$ cat config.mk
export PLATFORM = sky130hd
export DESIGN_NAME = scanline_pair_buffer
export DESIGN_NICKNAME = d
export VERILOG_FILES = /design/src/rtl/scanline_pair_buffer.sv
export SDC_FILE = /design/constraint.sdc
export NUM_CORES = 1
export LEC_CHECK = 0
export CAP_MARGIN = 10
export CELL_PAD_IN_SITES_DETAIL_PLACEMENT = 1
export CELL_PAD_IN_SITES_GLOBAL_PLACEMENT = 2
export CORE_MARGIN = 2
export CORE_UTILIZATION = 30
export CTS_CLUSTER_DIAMETER = 60
export CTS_CLUSTER_SIZE = 25
export DETAILED_ROUTE_END_ITERATION = 8
export GPL_TIMING_DRIVEN = 0
export PLACE_DENSITY_LB_ADDON = 0.25
export SYNTH_ARGS = -nofsm -noshare
export SYNTH_HDL_FRONTEND = slang
export SYNTH_SLANG_ARGS = --single-unit
export TNS_END_PERCENT = 50
$ cat constraint.sdc
create_clock -name clk -period 1.9 [get_ports clk]
set_input_delay 0.475 -clock clk [delete_from_list [all_inputs] [get_ports clk]]
set_output_delay 0.475 -clock clk [all_outputs]
set_load 0.1 [all_outputs]
$ cat src/rtl/scanline_pair_buffer.sv
// -----------------------------------------------------------------------------
// scanline_pair_buffer
//
// Collects a block of N_LINES x ROW_WIDTH RGB pixels from a valid/ready pixel
// stream and presents it alongside the previously completed block, so that a
// downstream interpolator always sees a (previous, newest) pair of blocks.
//
// The first block after reset only primes the "last" store and produces no
// output. Every later block is presented on scanline_last/scanline_current
// with m_valid. While a pair is presented, the input side is stalled until the
// consumer takes the pair. On that handshake the newest block becomes the
// previous one.
//
// Parameters
//   BIT_DEPTH  bits per colour channel
//   ROW_WIDTH  pixels per scanline
//   N_LINES    scanlines per frame block
//
// Ports
//   clk               single clock, rising edge
//   resetn            asynchronous active-low reset
//   s_pixel           input pixel, red in the LSBs, then green, then blue in the MSBs
//   s_valid/s_ready   input handshake
//   s_sof             start-of-frame marker, sampled only on an input handshake
//   scanline_last     previous frame block, indexed [line][pixel][colour]
//   scanline_current  newest frame block, indexed [line][pixel][colour]
//   m_valid/m_ready   output handshake for the block pair
//   sof_err           sticky flag for a misplaced or missing s_sof
//
// Build option
//   SCANLINE_PAIR_BUFFER_SOF_CHECK_EN  when defined, s_sof is checked against
//   the write position. A misplaced s_sof restarts the frame, and a missing
//   s_sof is only flagged. Both cases set sof_err. When the macro is undefined,
//   s_sof is ignored and sof_err is tied low.
// -----------------------------------------------------------------------------
module scanline_pair_buffer #(
  parameter int BIT_DEPTH = 8,
  parameter int ROW_WIDTH = 2,
  parameter int N_LINES   = 2
) (
  input  logic                                                  clk,
  input  logic                                                  resetn,
  input  logic [3*BIT_DEPTH-1:0]                                s_pixel,
  input  logic                                                  s_valid,
  output logic                                                  s_ready,
  input  logic                                                  s_sof,
  output logic [N_LINES-1:0][ROW_WIDTH-1:0][2:0][BIT_DEPTH-1:0] scanline_last,
  output logic [N_LINES-1:0][ROW_WIDTH-1:0][2:0][BIT_DEPTH-1:0] scanline_current,
  output logic                                                  m_valid,
  input  logic                                                  m_ready,
  output logic                                                  sof_err
);

  localparam int TOTAL = N_LINES * ROW_WIDTH;
  localparam int CW    = $clog2(TOTAL + 1);
  localparam logic [CW-1:0] LAST_IDX = CW'(TOTAL - 1);

  typedef logic [N_LINES-1:0][ROW_WIDTH-1:0][2:0][BIT_DEPTH-1:0] block_t;

  // PRIME: no previous block held yet.
  // FILL:  collecting the newest block.
  // OUT:   pair presented and waiting for the consumer.
  typedef enum logic [1:0] {
    PRIME = 2'd0,
    FILL  = 2'd1,
    OUT   = 2'd2
  } state_t;

  state_t        state_q, state_d;
  logic [CW-1:0] cnt_q, cnt_d;
  block_t        cur_q, cur_d;
  block_t        last_q, last_d;
  logic          started_q;

  logic          accept;
  logic          sof_restart;
  logic [CW-1:0] wr_idx;
  logic          final_pix;

  // The ready enable goes high on the first clock edge after reset is
  // released. This keeps s_ready low for the whole time reset is asserted and
  // until the first edge after release, even though the FSM already sits in
  // PRIME.
  always_ff @(posedge clk or negedge resetn) begin
    if (!resetn) begin
      started_q <= 1'b0;
    end else begin
      started_q <= 1'b1;
    end
  end

  assign s_ready = started_q && (state_q != OUT);
  assign m_valid = (state_q == OUT);
  assign accept  = s_valid && s_ready;

`ifdef SCANLINE_PAIR_BUFFER_SOF_CHECK_EN
  logic sof_missing;
  logic sof_err_q, sof_err_d;

  // An s_sof in the middle of a frame restarts the frame at [0][0].
  // A first pixel that arrives without s_sof is still stored in its normal
  // position, and only the error flag records it.
  assign sof_restart = s_sof && (cnt_q != '0);
  assign sof_missing = !s_sof && (cnt_q == '0);

  // The error flag is sticky. Only reset clears it.
  always_comb begin
    sof_err_d = sof_err_q;
    if (accept && (sof_restart || sof_missing)) begin
      sof_err_d = 1'b1;
    end
  end

  always_ff @(posedge clk or negedge resetn) begin
    if (!resetn) begin
      sof_err_q <= 1'b0;
    end else begin
      sof_err_q <= sof_err_d;
    end
  end

  assign sof_err = sof_err_q;
`else
  logic unused_sof;

  assign unused_sof  = s_sof;
  assign sof_restart = 1'b0;
  assign sof_err     = 1'b0;
`endif

  // Write position for the pixel on the input port. A frame restart redirects
  // the pixel to the first slot, so the "final pixel" test must use this
  // position and not the raw counter.
  assign wr_idx    = sof_restart ? '0 : cnt_q;
  assign final_pix = (wr_idx == LAST_IDX);

  // Raster-order write into the newest block. A flat-index decoder is used
  // instead of a divide/modulo, so each slot just compares against its own
  // constant position.
  always_comb begin
    cur_d = cur_q;
    if (accept) begin
      for (int l = 0; l < N_LINES; l++) begin
        for (int p = 0; p < ROW_WIDTH; p++) begin
          if (wr_idx == CW'(l * ROW_WIDTH + p)) begin
            cur_d[l][p] = s_pixel;
          end
        end
      end
    end
  end

  // The write counter wraps to zero once the last slot of the block is filled.
  always_comb begin
    cnt_d = cnt_q;
    if (accept) begin
      cnt_d = final_pix ? '0 : (wr_idx + CW'(1));
    end
  end

  // Next-state logic and previous-block update.
  // PRIME has no earlier block to pair with. It therefore copies its completed
  // block straight into "last", including the pixel written this cycle (taken
  // from cur_d). In OUT, the pair is stable because s_ready is low, so the
  // copy on the consumer handshake uses the registered block.
  always_comb begin
    state_d = state_q;
    last_d  = last_q;
    case (state_q)
      PRIME: begin
        if (accept && final_pix) begin
          last_d  = cur_d;
          state_d = FILL;
        end
      end
      FILL: begin
        if (accept && final_pix) begin
          state_d = OUT;
        end
      end
      OUT: begin
        if (m_ready) begin
          last_d  = cur_q;
          state_d = FILL;
        end
      end
      default: begin
        state_d = PRIME;
      end
    endcase
  end

  // State, counter and pixel stores. Reset discards any partial or held data,
  // so the next frame primes again.
  always_ff @(posedge clk or negedge resetn) begin
    if (!resetn) begin
      state_q <= PRIME;
      cnt_q   <= '0;
      cur_q   <= '0;
      last_q  <= '0;
    end else begin
      state_q <= state_d;
      cnt_q   <= cnt_d;
      cur_q   <= cur_d;
      last_q  <= last_d;
    end
  end

  assign scanline_last    = last_q;
  assign scanline_current = cur_q;

endmodule

==> results.toml <==
[clocking]
numCtsBuffers = 17
cts.clk_slew.worst_paths_ns = 0.08
cts-root-buf = "clkbuf_16"
holdBufCountCts = 0
cts_buffer_depth = 2
cts_tree = "yes"
clock_sinks = 198
htree_num_levels = 4
clkLatencyLatePin_ns = 0.45

[synthesis]
synth.top_cell.area_share = 0.571
postSynthCellCount = 820
synth.avg_cell_area_um2 = 10.6
syn_nets = 853
synthesis.area_um2 = 8680
yosysSeqAreaShare = 0.571
ys_seq_elements = 198
yosysUniqueCellTypes = 28
yosysTopAreaCell = "dfrtp_1"
ys_top_cells_by_area = "dfrtp_1 57%, a211oi_1 8.3%, o31ai_1 8.3%, a31oi_1 6.9%, nand4_1 6.9%"
yosysWarnings = 0

[run_status]
status = "complete, but fails checks"
violations = "setup timing"

[setup_path]
slowest_delay_ns = 0.39
critical_path_required_ns = 1.42
cp_max_fo = 6
crit_start = "state_q[0]"
path_cells = "nand2b_4, buf_8, buf_6, and2_4, buf_12"
worstPathArrival_ns = 1.58
cp-endpoint = "s_ready"
r2r_slack_ns = 0.05
crit_slowest_cell = "dfrtp_1"
reg2reg_depth = 9
reg2reg_from = "state_q[0]"
r2r-end = "scanline_last[30]"
cp-start-kind = "flip-flop"
critical_path_class = "flip-flop to output port"
worst_setup_path_end_kind = "output port"

[timing]
layout_setup_ws_ns = -0.150
maxSlewHeadroom = 0.405
hold_viol = 0
rsz0062_at_grt = "true"
max_freq_mhz = 488
fin_crit_sh = 1.08
drv_slew = 0
skew_ns = 0.0160
setup_viol = 2
min_period_ns = 2.05
tightestPinTransition_ns = 0.893

[grt]
grt_pass1_vias = 8647
overflow = 0
grt_max_degree = 108
grtUsageTotal = 0.248
antenna_found_initial = 0
grt_pass1_wl_um = 56300

[floorplan]
core_region_area_um2 = 28600
die-area_um2 = 30300
rows = 62
pin_count = 224
die_w_um = 174
die_h_um = 174
initial_utilization = 0.303

[placed_design]
post-place-ws_ns = -1.24
dp.cells = 1426
place_hpwl_um = 26300
io_buffers = 221
gp_congestion = 0.822

[finish]
nets = 1112
antenna_cells = 0
final_cells = 1476
mostFrequentLayoutCell = "dfrtp_1"
final_cell_mix = "196 x dfrtp_1, 100 x clkdlybuf4s15_2, 96 x nand4_1, 96 x nand2_1, 92 x a31oi_1"
layout-drive-gt1-share = 0.366
synthToLayoutAreaGrowth_pct = 47.7

[routing]
dr.max_layer_used = "met4"
met3_wirelength_um = 2240
wl_met1_um = 17200
vias = 8419
drt_iter0_drc = 587
drcViolationCount = 0
wire_per_inst_um = 25.9
finalWirelength_um = 38200
vias_per_cell = 5.70
firstDrtPassIters = 5
wl_met2_um = 18100
ant_nets = 0

[min_path]
hp-class = "input pin to async pin"

[job]
cap_viol_max_count = 0
metal layers:
metal  vias up  GRT usage
met5         -          0
met4         0     0.0553
met3        32     0.0534
met2       297      0.391
met1      4381      0.349
li1       3709          -
what timing repair did:
action | 4_1_cts | 5_1_grt
buffers inserted | 9 | 15
pin swaps | 0 | 2
gates resized for setup | 706 | 251
setup endpoints to repair | 388 | 243
synthesized netlist by cell type, drive strengths merged:
cell / instances
a211oi: 96
a21o: 2
a21oi: 3
a31oi: 96
and2: 1
and3: 1
and3b: 5
buf: 36
clkbuf: 71
clkinv: 1
conb: 2
dfrtp: 198
ha: 4
inv: 5
mux2: 1
mux2i: 1
nand2: 96
nand2b: 1
nand3b: 4
nand4: 96
nand4b: 1
nor3b: 1
o21ai: 2
o31ai: 96
final cells by class:
type / count / area, µm²
plain buffers: 101 / 667
clock buffers: 18 / 429
clock inverters: 14 / 160
fillers: 3101 / 15800
inverters: 6 / 35.0
multi-input cells: 509 / 3720
flip-flops and latches: 198 / 4960
well taps: 384 / 480
repair buffers: 246 / 2380
cells by family after synthesis:
group,synth area share
adder cells (fa/ha/maj),0.00577
buffers and inverters,0.0564
flip-flops,0.571
other,0.000865
AND/OR/NAND/NOR,0.124
AO/OA/AOI/OAI,0.240
multiplexers,0.00245
flip-flops by register name (all words and copies together) (netlist names):
signal            cells
scanline_current     96
cnt_q                 3
scanline_last        96
started_q             1
state_q               2
how the worst min path moves through the flow:
stage | start | endpoint | slack [ns] | cells past startpoint
after floorplan | resetn | cnt_q[0] | 0.18 | 0
after global placement | scanline_current[54] | scanline_current[54] | 0.51 | 2
after detailed placement | scanline_current[54] | scanline_current[54] | 0.52 | 2
after CTS | resetn | scanline_current[64] | 0.13 | 1
after global routing | resetn | scanline_last[66] | 0.15 | 1
final | resetn | scanline_last[66] | 0.08 | 1
per-stage QoR:
step	util	cell area (µm²)	hold WS [ns]	setup TNS (ns)
global placement	0.397	11400	0.512	-1809.22
detailed placement	0.399	11400	0.521	-158.79
floorplan	-	8680	0.179	-0.159
finish	0.448	12800	0.0802	-0.196
CTS	0.437	12500	0.133	-0.611
global route	0.448	12800	0.150	-0.510
worst max-delay path, delay by kind of cell (launching register included):
family	cells	cell delay, ns
simple gates	2	0.34
flops	1	0.39
buf+inv	3	0.41
Power is not shown: default switching activity piles up to over one toggle a cycle in this logic, so the estimate is an artifact.
